--- src/rtl/level_rx_pkg.sv ---
// Shared defaults and helpers for the level receiver channels.
package level_rx_pkg;

    localparam int unsigned DEFAULT_SYNC_STAGES = 2;
    localparam int unsigned DEFAULT_FILTER_W    = 4;
    localparam int unsigned DEFAULT_FILTER_CNT  = 10;

    typedef enum logic [1:0] {
        EDGE_NONE = 2'b00,
        EDGE_RISE = 2'b01,
        EDGE_FALL = 2'b10
    } edge_t;

    // Resting line level: a NAND-driven line idles high.
    function automatic logic idle_level(input bit invert);
        return invert ? 1'b1 : 1'b0;
    endfunction

endpackage

--- src/rtl/level_rx_chan.sv ---
// One receive channel: synchroniser, stability counter, level flop and edge pulses.
module level_rx_chan
    import level_rx_pkg::*;
#(
    parameter int unsigned SYNC_STAGES = DEFAULT_SYNC_STAGES,
    parameter int unsigned FILTER_W    = DEFAULT_FILTER_W,
    parameter int unsigned FILTER_CNT  = DEFAULT_FILTER_CNT,
    parameter bit          INVERT      = 1'b1
) (
    input  logic clk,
    input  logic rst_n,
    input  logic line_in,
    input  logic filt_en,
    output logic level_out,
    output logic rise_pulse,
    output logic fall_pulse
);

    localparam logic                IDLE     = idle_level(INVERT);
    localparam logic [FILTER_W-1:0] CNT_LAST = FILTER_W'(FILTER_CNT - 1);

    logic [SYNC_STAGES-1:0] sync_q;
    logic                   sample;
    logic [FILTER_W-1:0]    cnt_q;
    logic [FILTER_W-1:0]    cnt_d;
    logic                   level_d;
    edge_t                  edge_d;

    // Synchroniser resets to the idle line value so reset release is silent.
    always_ff @(posedge clk or negedge rst_n) begin
        if (!rst_n) begin
            sync_q <= {SYNC_STAGES{IDLE}};
        end else begin
            sync_q <= {sync_q[SYNC_STAGES-2:0], line_in};
        end
    end

    always_comb begin
        sample = INVERT ? ~sync_q[SYNC_STAGES-1] : sync_q[SYNC_STAGES-1];
    end

    always_comb begin
        cnt_d   = '0;
        level_d = level_out;
        edge_d  = EDGE_NONE;
        if (!filt_en) begin
            level_d = sample;
        end else if (sample != level_out) begin
            if (cnt_q == CNT_LAST) begin
                level_d = sample;
            end else begin
                cnt_d = cnt_q + FILTER_W'(1);
            end
        end
        if (level_d && !level_out) begin
            edge_d = EDGE_RISE;
        end else if (!level_d && level_out) begin
            edge_d = EDGE_FALL;
        end
    end

    always_ff @(posedge clk or negedge rst_n) begin
        if (!rst_n) begin
            cnt_q      <= '0;
            level_out  <= 1'b0;
            rise_pulse <= 1'b0;
            fall_pulse <= 1'b0;
        end else begin
            cnt_q      <= cnt_d;
            level_out  <= level_d;
            rise_pulse <= (edge_d == EDGE_RISE);
            fall_pulse <= (edge_d == EDGE_FALL);
        end
    end

endmodule

--- src/rtl/level_receiver.sv ---
// Receive end of the positive-level driver interface: CHANNELS independent
// conditioned line levels with rise/fall pulses and a combined change flag.
module level_receiver
    import level_rx_pkg::*;
#(
    parameter int unsigned CHANNELS    = 3,
    parameter int unsigned SYNC_STAGES = DEFAULT_SYNC_STAGES,
    parameter int unsigned FILTER_W    = DEFAULT_FILTER_W,
    parameter int unsigned FILTER_CNT  = DEFAULT_FILTER_CNT,
    parameter bit          INVERT      = 1'b1
) (
    input  logic                clk,
    input  logic                rst_n,
    input  logic [CHANNELS-1:0] line_in,
    input  logic                filt_en,
    output logic [CHANNELS-1:0] level_out,
    output logic [CHANNELS-1:0] rise_pulse,
    output logic [CHANNELS-1:0] fall_pulse,
    output logic                any_change
);

    for (genvar i = 0; i < CHANNELS; i++) begin : g_chan
        level_rx_chan #(
            .SYNC_STAGES (SYNC_STAGES),
            .FILTER_W    (FILTER_W),
            .FILTER_CNT  (FILTER_CNT),
            .INVERT      (INVERT)
        ) u_chan (
            .clk        (clk),
            .rst_n      (rst_n),
            .line_in    (line_in[i]),
            .filt_en    (filt_en),
            .level_out  (level_out[i]),
            .rise_pulse (rise_pulse[i]),
            .fall_pulse (fall_pulse[i])
        );
    end

    always_comb begin
        any_change = |{rise_pulse, fall_pulse};
    end

endmodule

--- config.mk ---
export PLATFORM = sky130hd
export DESIGN_NAME = level_receiver
export DESIGN_NICKNAME = d
export VERILOG_FILES = /design/src/rtl/level_rx_pkg.sv /design/src/rtl/level_rx_chan.sv /design/src/rtl/level_receiver.sv
export SDC_FILE = /design/constraint.sdc
export NUM_CORES = 1
export LEC_CHECK = 0
export BUFFER_PORTS_ARGS = -buffer_cell sky130_fd_sc_hd__clkbuf_2
export CORE_MARGIN = 2
export CORE_UTILIZATION = 50
export DETAILED_ROUTE_END_ITERATION = 12
export GPL_TIMING_DRIVEN = 0
export PLACE_DENSITY = 0.71
export RECOVER_POWER = 25
export SYNTH_ARGS = -nofsm -noshare
export SYNTH_HDL_FRONTEND = slang
export SYNTH_SLANG_ARGS = --single-unit
--- constraint.sdc ---
create_clock -name clk -period 2.15 [get_ports clk]
set_clock_uncertainty 0.1 [all_clocks]
set_input_delay 0.645 -clock clk [delete_from_list [all_inputs] [get_ports clk]]
set_output_delay 0.645 -clock clk [all_outputs]
set_load 0.01 [all_outputs]
=== Word level (Yosys, flattened, before mapping) ===
Index checks and enable logic that the tools add are counted.

* Bits in registers: 27
* Input port bits: 6
* Output and inout bits: 10
* Logic and storage cells: 70

* $add $sub $neg: 3
* Equal/unequal tests: 12
* Muxes and demuxes: 24
* Bitwise gates (word level): 3
* Reduce and logical (&&, ||, !) cells: 13

{| class="wikitable"
|+ Operator list
! cell !! number
|-
| 4-bit 2-to-1 mux || 9
|-
| 4-bit by 1-bit adder with 4-bit output, second input constant || 3
|-
| 4-bit equality test, second input constant || 3
|-
| 2-bit 2-to-1 mux || 6
|-
| 1-bit 2-to-1 mux || 9
|-
| 2-bit by 1-bit equality test with 1-bit output, second input constant || 3
|-
| 2-bit equality test, second input constant || 3
|-
| 1-bit logical AND || 6
|-
| 1-bit zero test || 6
|-
| 6-bit OR reduction || 1
|-
| 1-bit != test || 3
|-
| 1-bit NOT || 3
|}

=== Depth between registers and ports, before layout ===
Gate-level depths: netlist (run 1).

* Word-level depth: 9
* Depth in mapped cells: 5
* Depth with buffers taken out: 5

=== Cells and area by module ===
From an unflattened synthesis (run 1), not the netlist that was laid out.

* Cells, all modules: 84
* Area, all modules: 1098.6 um^2

{| class="wikitable"
|+ Modules (own cells, without submodules)
! module !! times used !! cells each !! area an instance (um^2)
|-
| level_rx_chan || 3 || 27 || 361.6
|-
| level_receiver || 1 || 3 || 13.8
|}

=== Worst setup path after synthesis (run 1) ===
OpenSTA, ideal clock, no wires.

* Path kind: flip-flop to output port
* From: register g_chan[1].u_chan.rise_pulse
* To: output any_change
* Arrival: 0.729 ns
* Slack: 0.676 ns
* Cell stages (with the launch flop): 3
* Buffers on the path: 0
* Cell sequence: dfrtp_1 -> nor4_1 -> nand2_1

* Word-level cells in the longest chain between the ends: 1

{| class="wikitable"
|+ RTL lines
! item !! RTL line !! source
|-
| start, declared || level_rx_chan.sv:15 || <nowiki>output logic rise_pulse,</nowiki>
|-
| start signal, assigned || level_rx_chan.sv:71 || <nowiki>rise_pulse <= (edge_d == EDGE_RISE);</nowiki>
|-
| 6-bit OR reduction || level_receiver.sv:40 || <nowiki>any_change = |{rise_pulse, fall_pulse};</nowiki>
|-
| end, declared || level_receiver.sv:19 || <nowiki>output logic any_change</nowiki>
|}

No other way between the ends.

=== Worst setup path in the final report (run 1) ===
Ends and elaborated chain as after synthesis.

==> impl_metrics.env, run 1 <==
export IMPL_synth_edf_count=0
export IMPL_num_io_pins=16
export IMPL_crit_type="flip-flop to output port"
export IMPL_cts_htree_levels=1
export IMPL_syn_area_um2=1136
export IMPL_p_leak_nw=0.6322
export IMPL_dp_slack_ns=0.5730
export IMPL_cp_start_kind="flip-flop"
export IMPL_cts_buffers=3
export IMPL_drt_iter0_markers=6
export IMPL_finalCritPeriodShare_pct=90.30
export IMPL_grt_max_degree=28
export IMPL_synth_top_area_share_pct=46.26
export IMPL_gp_congestion=0.7027
export IMPL_grt_total_usage_pct=13.55
export IMPL_ir_drop_uv=529.4
export IMPL_cts_path_max_buffers=2
export IMPL_dp_cells=136
export IMPL_tightest_slew_ns=1.328
export IMPL_routed_wl_um=1347
export IMPL_power_density_nw_per_um2=695.9
export IMPL_yosysSeqAreaShare_pct=60.13
export IMPL_die_width_um=51.67
export IMPL_fin_crit_ns=1.942
export IMPL_fin_hold_ws_ns=0.2656
export IMPL_fin_nets=125
export IMPL_cp_data_required_time_ns=1.40
export IMPL_postCtsSetupBuffers=0
export IMPL_die_area_um2=2669
export IMPL_num_vias=661
export IMPL_dr_pass1_iters=4
export IMPL_slew_headroom_pct=11.45
export IMPL_setup_slack_ns=0.2085
export IMPL_grt_pass1_wl_um=2635
export IMPL_cts_tree="done"
export IMPL_cp_arrival_ns=1.20
export IMPL_rows=17
export IMPL_stdcell_count=140
export IMPL_overflow=0
export IMPL_insertedDiodeCount=0
export IMPL_postSynthCellCount=93
export IMPL_cts_root_buf="clkbuf_4"
export IMPL_initial_core_util_pct=52.36
export IMPL_yosys_top_cells_count="dfrtp_1, nor2_1, buf_4"
export IMPL_grt_pass1_vias=665
export IMPL_finalSetupTns_ns=0
export IMPL_antenna_found_initial=0
export IMPL_post_drt_wl_per_cell_um=9.621
export IMPL_endpoint_kind="output port"
export IMPL_post_synth_top_count_cell="dfrtp_1"
export IMPL_ys_warn_count=0
export IMPL_slew_viol_final=0
export IMPL_synth_area_top_cells="dfrtp_1, dfstp_2, ha_1, buf_4, xnor2_1"
export IMPL_synthArstFlopShare_pct=100.0
export IMPL_synth_ff_type="dfrtp_1"
export IMPL_syn_to_final_growth_pct=12.33
export IMPL_setup_viol=0
export IMPL_viasPerCell=4.721
export IMPL_dpl_instance_area_um2=1246
export IMPL_layout_drive_gt1_share_pct=34.82
export IMPL_avgSynthCellArea_um2=12.22
export IMPL_ys_types=16
export IMPL_rsz0062_at_grt="false"
export IMPL_clk_latency_ns=0.32
export IMPL_drc=0
export IMPL_clkSlewWorstSetupHoldPaths_ns=0.14
export IMPL_post_synth_top_area_cell="dfrtp_1"
export IMPL_synth_nets=105
export IMPL_portBuffers=15
export IMPL_design_area_um2=1276
export IMPL_max_cap_violations=0
export IMPL_hold_viol_final=0
export IMPL_dieHeight_um=51.67
export IMPL_coreArea_um2=2170
export IMPL_cp_max_fo=2
export IMPL_min_path_type="flip-flop to flip-flop"
export IMPL_fmax_mhz=515.1
export IMPL_outcome="completed"
export IMPL_cts_hold_buf=0
export IMPL_ctsResizeCount=0
export IMPL_synth_seq_cells=27
export IMPL_ant_nets=0
export IMPL_cts_sinks=27
==> layout by cell type, fill, tap and decap left out <==
| cell | netlist | routed |
|---|---|---|
| nor2_1 | 13 | 13 |
| o21ai_2 | 3 | 3 |
| inv_6 | 0 | 1 |
| clkbuf_4 | 0 | 3 |
| mux2i_1 | 3 | 3 |
| buf_4 | 9 | 9 |
| nor4_1 | 1 | 1 |
| clkbuf_1 | 0 | 1 |
| nor3b_1 | 3 | 3 |
| xnor2_1 | 6 | 6 |
| dfrtp_1 | 21 | 21 |
| nand2_1 | 4 | 4 |
| xor2_1 | 3 | 3 |
| and3_2 | 3 | 3 |
| ha_1 | 6 | 6 |
| clkbuf_2 | 0 | 14 |
| nand3_1 | 3 | 3 |
| o211ai_1 | 3 | 3 |
| inv_1 | 6 | 6 |
| dfstp_2 | 6 | 6 |
==> layout make-up <==
cell class | instances | area (µm²)
flip-flops and latches | 27 | 683.2
clock buffers | 3 | 22.52
fillers | 186 | 893.4
multi-input cells | 51 | 362.8
repair buffers | 15 | 73.82
inverters | 6 | 22.52
clock inverters | 1 | 8.758
well taps | 28 | 35.03
plain buffers | 9 | 67.56
==> metrics by stage <==
step / power [mW] / utilization [%]
final: 0.8881 / 58.82
after global routing: 0.9446 / 58.82
after CTS: 0.8999 / 58.88
after detailed placement: 0.6787 / 57.44
after global placement: 0.6751 / 57.44
after floorplan: 0.6374 / -
==> logic make-up after synthesis <==
family	synth area share (%)
simple gates	11.45
fa+ha+maj	6.608
compound gates	4.295
flops	60.13
buf+inv	7.929
mux	2.643
xor+xnor	6.939
==> critical path, cell delays in order, from the launching register on <==
cell and delay, ns:
dfrtp_1 0.40, nor4_1 0.27, nand2_1 0.08, clkbuf_2 0.12
==> per-layer routing <==
| layer | vias to the layer above | global-route usage (%) | wire, µm |
|---|---|---|---|
| li1 | 331 | - | - |
| met3 | 4 | 3.736 | 72 |
| met5 | - | 0 | 0 |
| met4 | 0 | 6.579 | 22 |
| met1 | 311 | 16.50 | 591 |
| met2 | 15 | 22.22 | 661 |
==> power by group <==
group          internal [mW]  total, mW  switching (mW)
logic                 0.0516      0.102          0.0499
registers              0.540      0.564          0.0243
clock network         0.0757      0.223           0.147
==> sequential cells by signal, indices dropped and copies added, names as in the netlist <==
name	cells
g_chan.u_chan.rise_pulse	3
g_chan.u_chan.sync_q	6
g_chan.u_chan.level_out	3
g_chan.u_chan.cnt_q	12
g_chan.u_chan.fall_pulse	3
==> path summary, 6_finish.rpt <==
check | slack (ns) | to | depth (start not counted) | from
worst min register to register | 0.27 | g_chan[1].u_chan.sync_q[1] | 0 | g_chan[1].u_chan.sync_q[0]
max in group asynchronous | 0.69 | g_chan[1].u_chan.cnt_q[1] | 1 | rst_n
worst max register to register | 0.85 | g_chan[1].u_chan.cnt_q[3] | 5 | g_chan[1].u_chan.cnt_q[1]
worst min-delay path | 0.27 | g_chan[1].u_chan.sync_q[1] | 0 | g_chan[1].u_chan.sync_q[0]
min in group asynchronous | 0.48 | g_chan[0].u_chan.cnt_q[1] | 1 | rst_n
worst max-delay path | 0.21 | any_change | 3 | g_chan[1].u_chan.rise_pulse
Power figures use the tool's default switching activity.
==> run 2: changes to the inputs <==
- CORE_UTILIZATION: 50 -> 42
- PLACE_DENSITY: 0.71 -> unset
==> run 2 against run 1 <==
  * Global-route usage down 2.9 points
  * Sequential power about the same
  * Combinational power about the same
  * Register-to-register slack worse by 0.03 ns
  * Total power about the same
  * Sequential share of layout area down 0.053 points
==> impl_metrics.env, run 2 (synthesis gave the netlist of run 1 again) <==
export IMPL_power_density_nw_per_um2=695.0
export IMPL_insertedDiodeCount=0
export IMPL_drc=0
export IMPL_slew_viol_final=0
export IMPL_cts_tree="done"
export IMPL_reg2reg_to="g_chan[1].u_chan.cnt_q[3]"
export IMPL_cts_root_buf="clkbuf_4"
export IMPL_tightest_slew_ns=1.396
export IMPL_grt_total_usage_pct=10.65
export IMPL_cts_buffers=3
export IMPL_rows=18
export IMPL_reg2reg_setup_slack_ns=0.82
export IMPL_die_area_um2=3137
export IMPL_die_width_um=56.01
export IMPL_viasPerCell=4.634
export IMPL_dp_final_hpwl_um=1080
export IMPL_post_drt_wl_per_cell_um=10.51
export IMPL_cp_max_fo=2
export IMPL_path_cells="nor4_1 -> nand2_1 -> clkbuf_2"
export IMPL_fin_crit_ns=1.964
export IMPL_holdPathStages=0
export IMPL_grt_pass1_wl_um=2649
export IMPL_overflow=0
export IMPL_fmax_mhz=509.1
export IMPL_layout_common_cells="dfrtp_1, clkbuf_2, nor2_1"
export IMPL_dr_pass1_iters=4
export IMPL_cp_arrival_ns=1.22
export IMPL_outcome="completed"
export IMPL_cp_slowest_cell="dfrtp_1"
export IMPL_largest_reg_flops=12
export IMPL_num_vias=658
export IMPL_rr_worst_depth=5
export IMPL_finalCritPeriodShare_pct=91.36
export IMPL_grt_pass1_vias=617
export IMPL_max_cap_violations=0
export IMPL_drt_iter0_markers=6
export IMPL_final_common_cell="dfrtp_1"
export IMPL_cts_path_max_buffers=2
export IMPL_postLayoutCoreUtil_pct=50.64
export IMPL_top_layer="met4"
export IMPL_slew_headroom_pct=6.906
export IMPL_met3_length_um=63
export IMPL_stdcell_count=142
export IMPL_cts_htree_levels=1
export IMPL_postCtsSetupBuffers=0
export IMPL_power_mw=0.8878
export IMPL_clk_latency_ns=0.32
export IMPL_endpoint_kind="output port"
export IMPL_antenna_found_initial=0
export IMPL_setup_viol=0
export IMPL_setup_slack_ns=0.1857
export IMPL_routed_wl_um=1492
export IMPL_crit_start="g_chan[1].u_chan.rise_pulse"
export IMPL_finalSetupTns_ns=0
export IMPL_dp_cells=138
export IMPL_fin_nets=125
export IMPL_min_path_type="flip-flop to flip-flop"
export IMPL_r2r_start="g_chan[1].u_chan.cnt_q[1]"
export IMPL_gp_congestion=0.6520
export IMPL_ant_nets=0
export IMPL_ir_drop_uv=401.9
export IMPL_ctsResizeCount=0
export IMPL_hold_viol_final=0
export IMPL_slowest_delay_ns=0.41
export IMPL_reg_top3="g_chan.u_chan.cnt_q: 12 flops, g_chan.u_chan.sync_q: 6 flops"
export IMPL_min_from="g_chan[0].u_chan.sync_q[0]"
export IMPL_dp_slack_ns=0.5376
export IMPL_min_to="g_chan[0].u_chan.sync_q[1]"
export IMPL_portBuffers=15
export IMPL_largest_register="g_chan.u_chan.cnt_q"
export IMPL_grt_max_degree=28
export IMPL_met1_length_um=734
export IMPL_wl_met2_um=679
export IMPL_cp_start_kind="flip-flop"
export IMPL_crit_type="flip-flop to output port"
export IMPL_coreArea_um2=2522
export IMPL_rsz0062_at_grt="false"
export IMPL_cts_sinks=27
export IMPL_cp_data_required_time_ns=1.40
export IMPL_clkSlewWorstSetupHoldPaths_ns=0.15
export IMPL_cts_hold_buf=0
export IMPL_layout_drive_gt1_share_pct=34.82
export IMPL_num_io_pins=16
export IMPL_p_leak_nw=0.6278
export IMPL_syn_to_final_growth_pct=12.45
export IMPL_dieHeight_um=56.01
export IMPL_initial_core_util_pct=45.04
run 2: cell count changes in the layout (fill, tap and decap cells not counted), sizes merged:
cell,delta
clkinvlp,+1
inv,-1
run 2: area by class of cell:
type                       instances  area, µm²
fill                             244       1245
sequential                        27      683.2
inverter                           6      22.52
clock inverter                     1      7.507
timing repair buffer              15      73.82
buffer                             9      67.56
multi-input combinational         51      362.8
tap                               30      37.54
clock buffer                       3      22.52
run 2: critical path: cells and delay by family (launching register included):
family                 cells  cell delay, ns
buffers and inverters      1            0.13
flip-flops                 1            0.41
AND/OR/NAND/NOR            2            0.36
run 2: power breakdown:
group          switching (mW)  internal (mW)  total (mW)
Clock                   0.150         0.0710       0.221
Sequential             0.0246          0.540       0.564
Combinational          0.0509         0.0520       0.103
run 2: worst max path at each step:
stage	to	slack, ns
2_1_floorplan	any_change	0.68
3_3_place_gp	any_change	0.57
3_5_place_dp	any_change	0.54
4_1_cts	any_change	0.14
5_1_grt	any_change	0.04
6_report	any_change	0.19
run 2: through the flow:
stage / hold slack, ns / area, µm²
2_1_floorplan: 0.2452 / 1136
3_3_place_gp: 0.2458 / 1249
3_5_place_dp: 0.2476 / 1249
4_1_cts: 0.2379 / 1279
5_1_grt: 0.2486 / 1277
6_report: 0.2653 / 1277
run 2: layer usage:
layer	up-vias	track usage [%]
li1	329	-
met1	316	14.58
met2	11	16.13
met3	2	2.791
met4	0	4.082
met5	-	0
